==> config.mk <==
export PLATFORM = sky130hd
export DESIGN_NAME = uart_alu_if
export DESIGN_NICKNAME = d
export VERILOG_FILES = /design/src/rtl/uart_alu_if.sv
export SDC_FILE = /design/constraint.sdc
export NUM_CORES = 1
export LEC_CHECK = 0
export BUFFER_PORTS_ARGS = -buffer_cell sky130_fd_sc_hd__buf_2
export CAP_MARGIN = 20
export CELL_PAD_IN_SITES_DETAIL_PLACEMENT = 0
export CELL_PAD_IN_SITES_GLOBAL_PLACEMENT = 1
export CORE_UTILIZATION = 39
export DETAILED_ROUTE_END_ITERATION = 8
export GPL_ROUTABILITY_DRIVEN = 0
export GPL_TIMING_DRIVEN = 0
export HOLD_SLACK_MARGIN = 0.06
export PLACE_DENSITY_LB_ADDON = 0.1
export SYNTH_ARGS = -nofsm -noshare
export SYNTH_HDL_FRONTEND = slang
export SYNTH_SLANG_ARGS = --single-unit
==> constraint.sdc <==
create_clock -name i_clk -period 2.35 [get_ports i_clk]
set_input_delay 0.235 -clock i_clk [delete_from_list [all_inputs] [get_ports i_clk]]
set_output_delay 0.235 -clock i_clk [all_outputs]
set_load 0.1 [all_outputs]
==> src/rtl/uart_alu_if.sv <==
// uart_alu_if: collects A, B and opcode bytes from a UART, runs the ALU and sends the result back.
module uart_alu_if #(
    parameter int NB_DATA = 8,
    parameter int NB_OP   = 6,
    parameter int TIMEOUT = 1_000_000
) (
    input  logic               i_clk,
    input  logic               i_rst,
    input  logic [NB_DATA-1:0] i_rx_data,
    input  logic               i_rx_done,
    input  logic               i_tx_done,
    input  logic [NB_DATA-1:0] i_alu_result,
    output logic [NB_DATA-1:0] o_alu_a,
    output logic [NB_DATA-1:0] o_alu_b,
    output logic [NB_OP-1:0]   o_alu_op,
    output logic [NB_DATA-1:0] o_tx_data,
    output logic               o_tx_start,
    output logic               o_err
);
    localparam int NB_CNT = TIMEOUT > 1 ? $clog2(TIMEOUT) : 1;
    typedef enum logic [2:0] {WAIT_A, WAIT_B, WAIT_OP, EXEC, SEND, WAIT_TX} state_t;
    state_t state, state_next;
    logic [NB_CNT-1:0] cnt, cnt_next;
    logic err_next;
    logic timed;
    logic expired;
    logic op_ok;
    assign timed   = state == WAIT_B || state == WAIT_OP;
    assign expired = timed && cnt == NB_CNT'(TIMEOUT - 1);
    assign op_ok   = i_rx_data[NB_DATA-1:NB_OP] == '0;
    always_comb begin
        state_next = state;
        err_next   = 1'b0;
        case (state)
            WAIT_A:  state_next = i_rx_done ? WAIT_B : WAIT_A;
            WAIT_B: begin
                state_next = i_rx_done ? WAIT_OP : expired ? WAIT_A : WAIT_B;
                err_next   = !i_rx_done && expired;
            end
            WAIT_OP: begin
                state_next = i_rx_done ? (op_ok ? EXEC : WAIT_A) : expired ? WAIT_A : WAIT_OP;
                err_next   = i_rx_done ? !op_ok : expired;
            end
            EXEC: begin
                state_next = SEND;
                err_next   = i_rx_done;
            end
            SEND: begin
                state_next = WAIT_TX;
                err_next   = i_rx_done;
            end
            WAIT_TX: begin
                state_next = i_tx_done ? WAIT_A : WAIT_TX;
                err_next   = i_rx_done;
            end
            default: state_next = WAIT_A;
        endcase
        // Counter saturates implicitly: reaching TIMEOUT-1 always forces a state change.
        cnt_next = (state_next != state || i_rx_done) ? '0 : timed ? cnt + 1'b1 : cnt;
    end
    always_ff @(posedge i_clk) begin
        if (i_rst) begin
            state      <= WAIT_A;
            cnt        <= '0;
            o_alu_a    <= '0;
            o_alu_b    <= '0;
            o_alu_op   <= '0;
            o_tx_data  <= '0;
            o_tx_start <= 1'b0;
            o_err      <= 1'b0;
        end else begin
            state      <= state_next;
            cnt        <= cnt_next;
            o_err      <= err_next;
            o_tx_start <= state_next == SEND;
            if (state == WAIT_A && i_rx_done)
                o_alu_a <= i_rx_data;
            if (state == WAIT_B && i_rx_done)
                o_alu_b <= i_rx_data;
            if (state == WAIT_OP && i_rx_done && op_ok)
                o_alu_op <= i_rx_data[NB_OP-1:0];
            if (state == EXEC)
                o_tx_data <= i_alu_result;
        end
    end
endmodule

==> After elaboration in Yosys (flattened, before gate mapping) <==
Index checks and enable logic that the tools add are counted.
{ "totals": {"reg_bits": 55, "input_bits": 20, "out_inout_bits": 32, "word_cells": 41} }
{ "classes": {"addsub": 1, "n_eq_ne": 8, "n_mux": 10, "reduce_logical": 14} }
{ "op_table": {"columns": ["cell", "count"], "rows": [
  ["adder 20 x 1 -> 20 bit, second input constant", 1],
  ["== test 20 bit, second input constant", 1],
  ["one-hot mux 3 bit (6 select lines)", 1],
  ["== test 3 bit, second input constant", 3],
  ["2-to-1 mux 2 bit", 4],
  ["== test 3 x 2 -> 1 bit, second input constant", 2],
  ["logical AND 1 bit", 6],
  ["== test 3 x 1 -> 1 bit, second input constant", 1],
  ["logical NOT 3 bit", 1],
  ["2-to-1 mux 1 bit", 3],
  ["2-to-1 mux 3 bit", 1],
  ["!= test 3 bit", 1],
  ["one-hot mux 1 bit (3 select lines)", 1],
  ["OR reduction 3 bit", 1],
  ["logical NOT 1 bit", 2],
  ["logical NOT 2 bit", 1],
  ["logical OR 1 bit", 2],
  ["OR reduction 2 bit", 1]
]} }

==> Longest topological paths before layout <==
{ "logic_depth": {"ltp_word": 9, "ltp_mapped": 8, "depth_no_buf": 6} }

==> Worst setup path before layout <==
No wires, ideal clock.
{ "synth_timing": {"kind": "reg-to-reg", "startpoint": "register cnt[0]", "endpoint": "register cnt[0]", "setup_ns": 0.115, "t_arrival_ns": 1.724, "t_required_ns": 2.235, "setup_slack_ns": 0.511, "path_stages_with_launch": 9, "path_buffers": 2, "period_less_slack_ns": 1.839, "path_cell_list": "dfxtp_1 -> ha_1 -> and4b_1 -> nand2_2 -> or3_1 -> buf_6 -> o31ai_4 -> buf_6 -> nor2_1"} }
{ "synth_between": {"elab_chain_len": 8, "word_cells_on_any_way": 11} }
{ "synth_rtl": {"columns": ["element", "line", "text"], "rows": [
  ["start: declaration", "23", "logic [NB_CNT-1:0] cnt, cnt_next;"],
  ["start signal: assignment", "73", "cnt <= cnt_next;"],
  ["== test 20 bit", "29", "assign expired = timed && cnt == NB_CNT'(TIMEOUT - 1);"],
  ["logical AND 1 bit", "29", null],
  ["2-to-1 mux 1 bit or 2-to-1 mux 2 bit (tied branches)", "37, 41", null],
  ["2-to-1 mux 2 bit, on equally long branches", "37, 41", null],
  ["one-hot mux 3 bit (6 select lines)", "34", "case (state)"],
  ["!= test 3 bit", "59", "cnt_next = (state_next != state || i_rx_done) ? '0 : timed ? cnt + 1'b1 : cnt;"],
  ["logical OR 1 bit", "59", null],
  ["OR reduction 2 bit (no source line)", null, null]
]} }
Parallel ways exist; a longest one is shown, timed or not.
A chain may end at the register's enable or synchronous reset.

==> Worst setup path in the final report <==
{ "layout_timing": {"startpoint": "register cnt[0]", "endpoint": "register cnt[3]"} }
Same word-level chain as after synthesis.

==> impl_results.md <==
* Max Transition Viols Final at 0
* Worst EP arrival at 2210 ps
* Least-Margin Pin Slew at 580.9 ps
* Drt initial violations at 44
* Row cnt at 27
* Synth-to-Final Area Change at 19.27%
* Sequential element share of the synthesized area at 0.4683
* Share of the synthesized area in the top cell type at 0.4683
* # hold bufs at CTS at 0
* Main synth FF type: dfxtp_1
* Post-route antenna net violation count at 0
* Startpoint Class: flop
* Starting density of the core at 0.4167
* Internal Dissipation at 0.001339 W
* Tmin final at 2005 ps
* Total gr overflow at 0
* CTS H-tree depth at 2
* Setup CP Type: reg2reg
* Max FO, Critical Path at 10
* First-pass GRT wire length at 9.039 mm
* Synthesized area at 2351 sq um
* Ys async rst share at 0
* Setup WS pre-CTS at 340.7 ps
* Worst setup EP type: flop
* Reg2reg end: cnt[3]$_SDFFE_PP0P_
* Input/output buffers at 50
* R2R depth at 8
* Fin. Hold Viols at 0
* Switching share of total power at 0.2981
* Die area at 6343 sq um
* Reg-to-Reg Start: cnt[0]$_SDFFE_PP0P_
* Syn Inst Count at 279
* Final Skew at 8.175 ps
* Root buffer cell: clkbuf_8
* Post-synthesis cell type count at 37
* Rel. slew slack at 0.6116
* Clock Power Share at 0.334
* Vias in the first global route at 1,909
* Final setup violation count at 0
* Dpl cells at 401
* Fmax at 498.8 MHz
* CTS tree: built
* Largest net degree at the start of global routing at 18
* Gate power share at 0.159
* Drc violations at 0
* Hold depth at 3
* Post-cts sizing count at 0
* Die H at 79.64 microns
* Number of flops mapped to enable cells by yosys at 0
* Data required time of the worst path at 2560 ps
* Nets@finish at 357
* CTS Sinks at 55
* Post-DP HPWL at 3.688 mm
* Synthesized flop and latch total at 55
* Final WS setup at 345.3 ps
* Max-cap violations at 0
* Total track usage at 0.1840
* Area contributors post-synth: dfxtp_1 47%, nand2_1 9.4%, nor2_1 6.5%, a21oi_1 6.2%, xor2_1 4.8%
* Num CTS Buffers at 5
* Flop pwr share at 0.507
* Psw at 0.0005689 W
* Setup Fix Bufs, Post-CTS at 0
* Vias at 1,982
* Io pins at 52
* ANT cells at 0
* Setup TNS at 0 ps
* Die width at 79.64 microns
* Ys Warns at 0
* Initial antenna violation count at 0
* Pleak at 1.152 nW
* Min-Delay Endpoint: o_tx_data[4]$_SDFFE_PP0P_
* Routed Wire Length at 5.243 mm
* Skew-Pair Late Insertion Delay at 310 ps
* RSZ-0062 raised after global routing: false
* Total core area at 5642 sq um
* Vias per inst at 4.846
* Pwr per Cell Area at 680.6 nW/um^2
* Max VDD drop at 480.3 uV
* Outcome: finished clean
* Post-layout instance count excluding filler cells at 409
* Post-synthesis net count at 300
* Hold slack at 151.2 ps
* Hold path startpoint: i_alu_result[4]
* Share of cells above drive strength 1 at 0.2047
* Mapped Avg Cell Area at 8.427 sq um
* Flop2flop setup slack at 350 ps
* CTS Buffer Depth at 2
* Clock transition at the registers of the reported paths at 100 ps
* Wire length per cell at 12.82 microns
* Drt first pass iters at 4
* Tcrit/Tclk final at 0.8531
* Min-Delay Path Class: in2reg
* Cell taking the most area after synthesis: dfxtp_1
-- flip-flops by register name, summed over array words and instances, names as in the netlist --
name        flops
o_alu_op        6
o_tx_data       8
o_tx_start      1
o_alu_a         8
o_alu_b         8
o_err           1
state           3
cnt            20
-- Yosys cell counts (all sizes together) (2+ instances only) --
| cell | instances |
|---|---|
| a21oi | 29 |
| and2 | 2 |
| and3 | 7 |
| buf | 4 |
| clkbuf | 8 |
| dfxtp | 55 |
| inv | 2 |
| mux2i | 6 |
| nand2 | 60 |
| nand3 | 9 |
| nand4 | 9 |
| nor2 | 41 |
| nor3 | 2 |
| nor3b | 2 |
| nor4b | 3 |
| o21ai | 2 |
| o31ai | 2 |
| or3 | 2 |
| xnor2 | 8 |
| xor2 | 13 |
-- kinds of logic after synthesis --
logic type	count (synthesis)	share of synthesized area
DFF	55	0.4683
muxes	6	0.02555
buffers and inverters	14	0.03513
xor gates and xnor gates	21	0.07823
AOI/OAI and AO/OA	39	0.1080
and+or+nand+nor	143	0.2794
adders and majority gates	1	0.005321
-- power groups by stage --
stage | combinational, W | sequential (W) | clock (W)
4_1_cts | 0.000307 | 0.000968 | 0.000659
3_3_place_gp | 0.000306 | 0.000989 | 0
3_5_place_dp | 0.000306 | 0.000990 | 0
2_1_floorplan | 0.000103 | 0.00112 | 0
6_report | 0.000304 | 0.000968 | 0.000637
5_1_grt | 0.000329 | 0.000971 | 0.000694
-- worst max-delay path by stage --
stage | depth (start not counted) | end | slack [ps] | start
detailed placement | 8 | cnt[3]$_SDFFE_PP0P_ | 340 | cnt[0]$_SDFFE_PP0P_
CTS | 8 | cnt[3]$_SDFFE_PP0P_ | 300 | cnt[0]$_SDFFE_PP0P_
finish | 8 | cnt[3]$_SDFFE_PP0P_ | 350 | cnt[0]$_SDFFE_PP0P_
global route | 7 | cnt[13]$_SDFFE_PP0P_ | 220 | cnt[0]$_SDFFE_PP0P_
global placement | 8 | cnt[14]$_SDFFE_PP0P_ | 340 | cnt[0]$_SDFFE_PP0P_
floorplan | 8 | cnt[0]$_SDFFE_PP0P_ | 510 | cnt[0]$_SDFFE_PP0P_
-- final cells by class --
| class | count | area [sq um] |
|---|---|---|
| Multi-Input combinational cell | 210 | 1167 |
| Timing Repair Buffer | 50 | 250.2 |
| Buffer | 12 | 75.07 |
| Inverter | 2 | 7.507 |
| Tap cell | 72 | 90.09 |
| Fill cell | 557 | 2838 |
| Sequential cell | 55 | 1101 |
| Clock inverter | 3 | 43.79 |
| Clock buffer | 5 | 68.82 |
-- metal layers --
metal | wire (microns) | vias up | part of all wire | GRT usage
met2 | 2362 | 42 | 0.45 | 0.3000
met5 | 0 | - | 0 | 0
li1 | - | 1054 | - | -
met4 | 73 | 0 | 0.014 | 0.06364
met3 | 288 | 8 | 0.055 | 0.05486
met1 | 2519 | 878 | 0.48 | 0.2287
-- stage by stage --
step	utilization	power, W	area, sq um
2_1_floorplan	-	0.001226	2351
3_3_place_gp	0.4770	0.001295	2691
3_5_place_dp	0.4770	0.001295	2691
4_1_cts	0.4970	0.001934	2804
5_1_grt	0.4970	0.001994	2804
6_report	0.4970	0.001908	2804
-- critical path: stages, from the launching register on --
cell and delay, ps:
dfxtp_1 380, ha_1 180, and4b_1 220, nand2_2 100, or3_1 400, buf_6 150, o31ai_4 240, buf_6 180
nor2_1 60
-- cell usage in the layout, fill, tap and decap left out, types with 2 or more instances in the layout --
master	instances
nor4b_1	2
xnor2_1	8
nand4_1	9
buf_2	50
xor2_1	13
nor3b_1	2
o21ai_0	2
nand3_1	9
dfxtp_1	55
or3_1	2
buf_6	4
nand2_1	59
a21oi_1	29
and3_1	7
nor2_1	41
inv_1	2
clkbuf_8	5
nor3_1	2
mux2i_1	6
clkbuf_1	8
No activity file was read; power rests on OpenSTA's default activity.
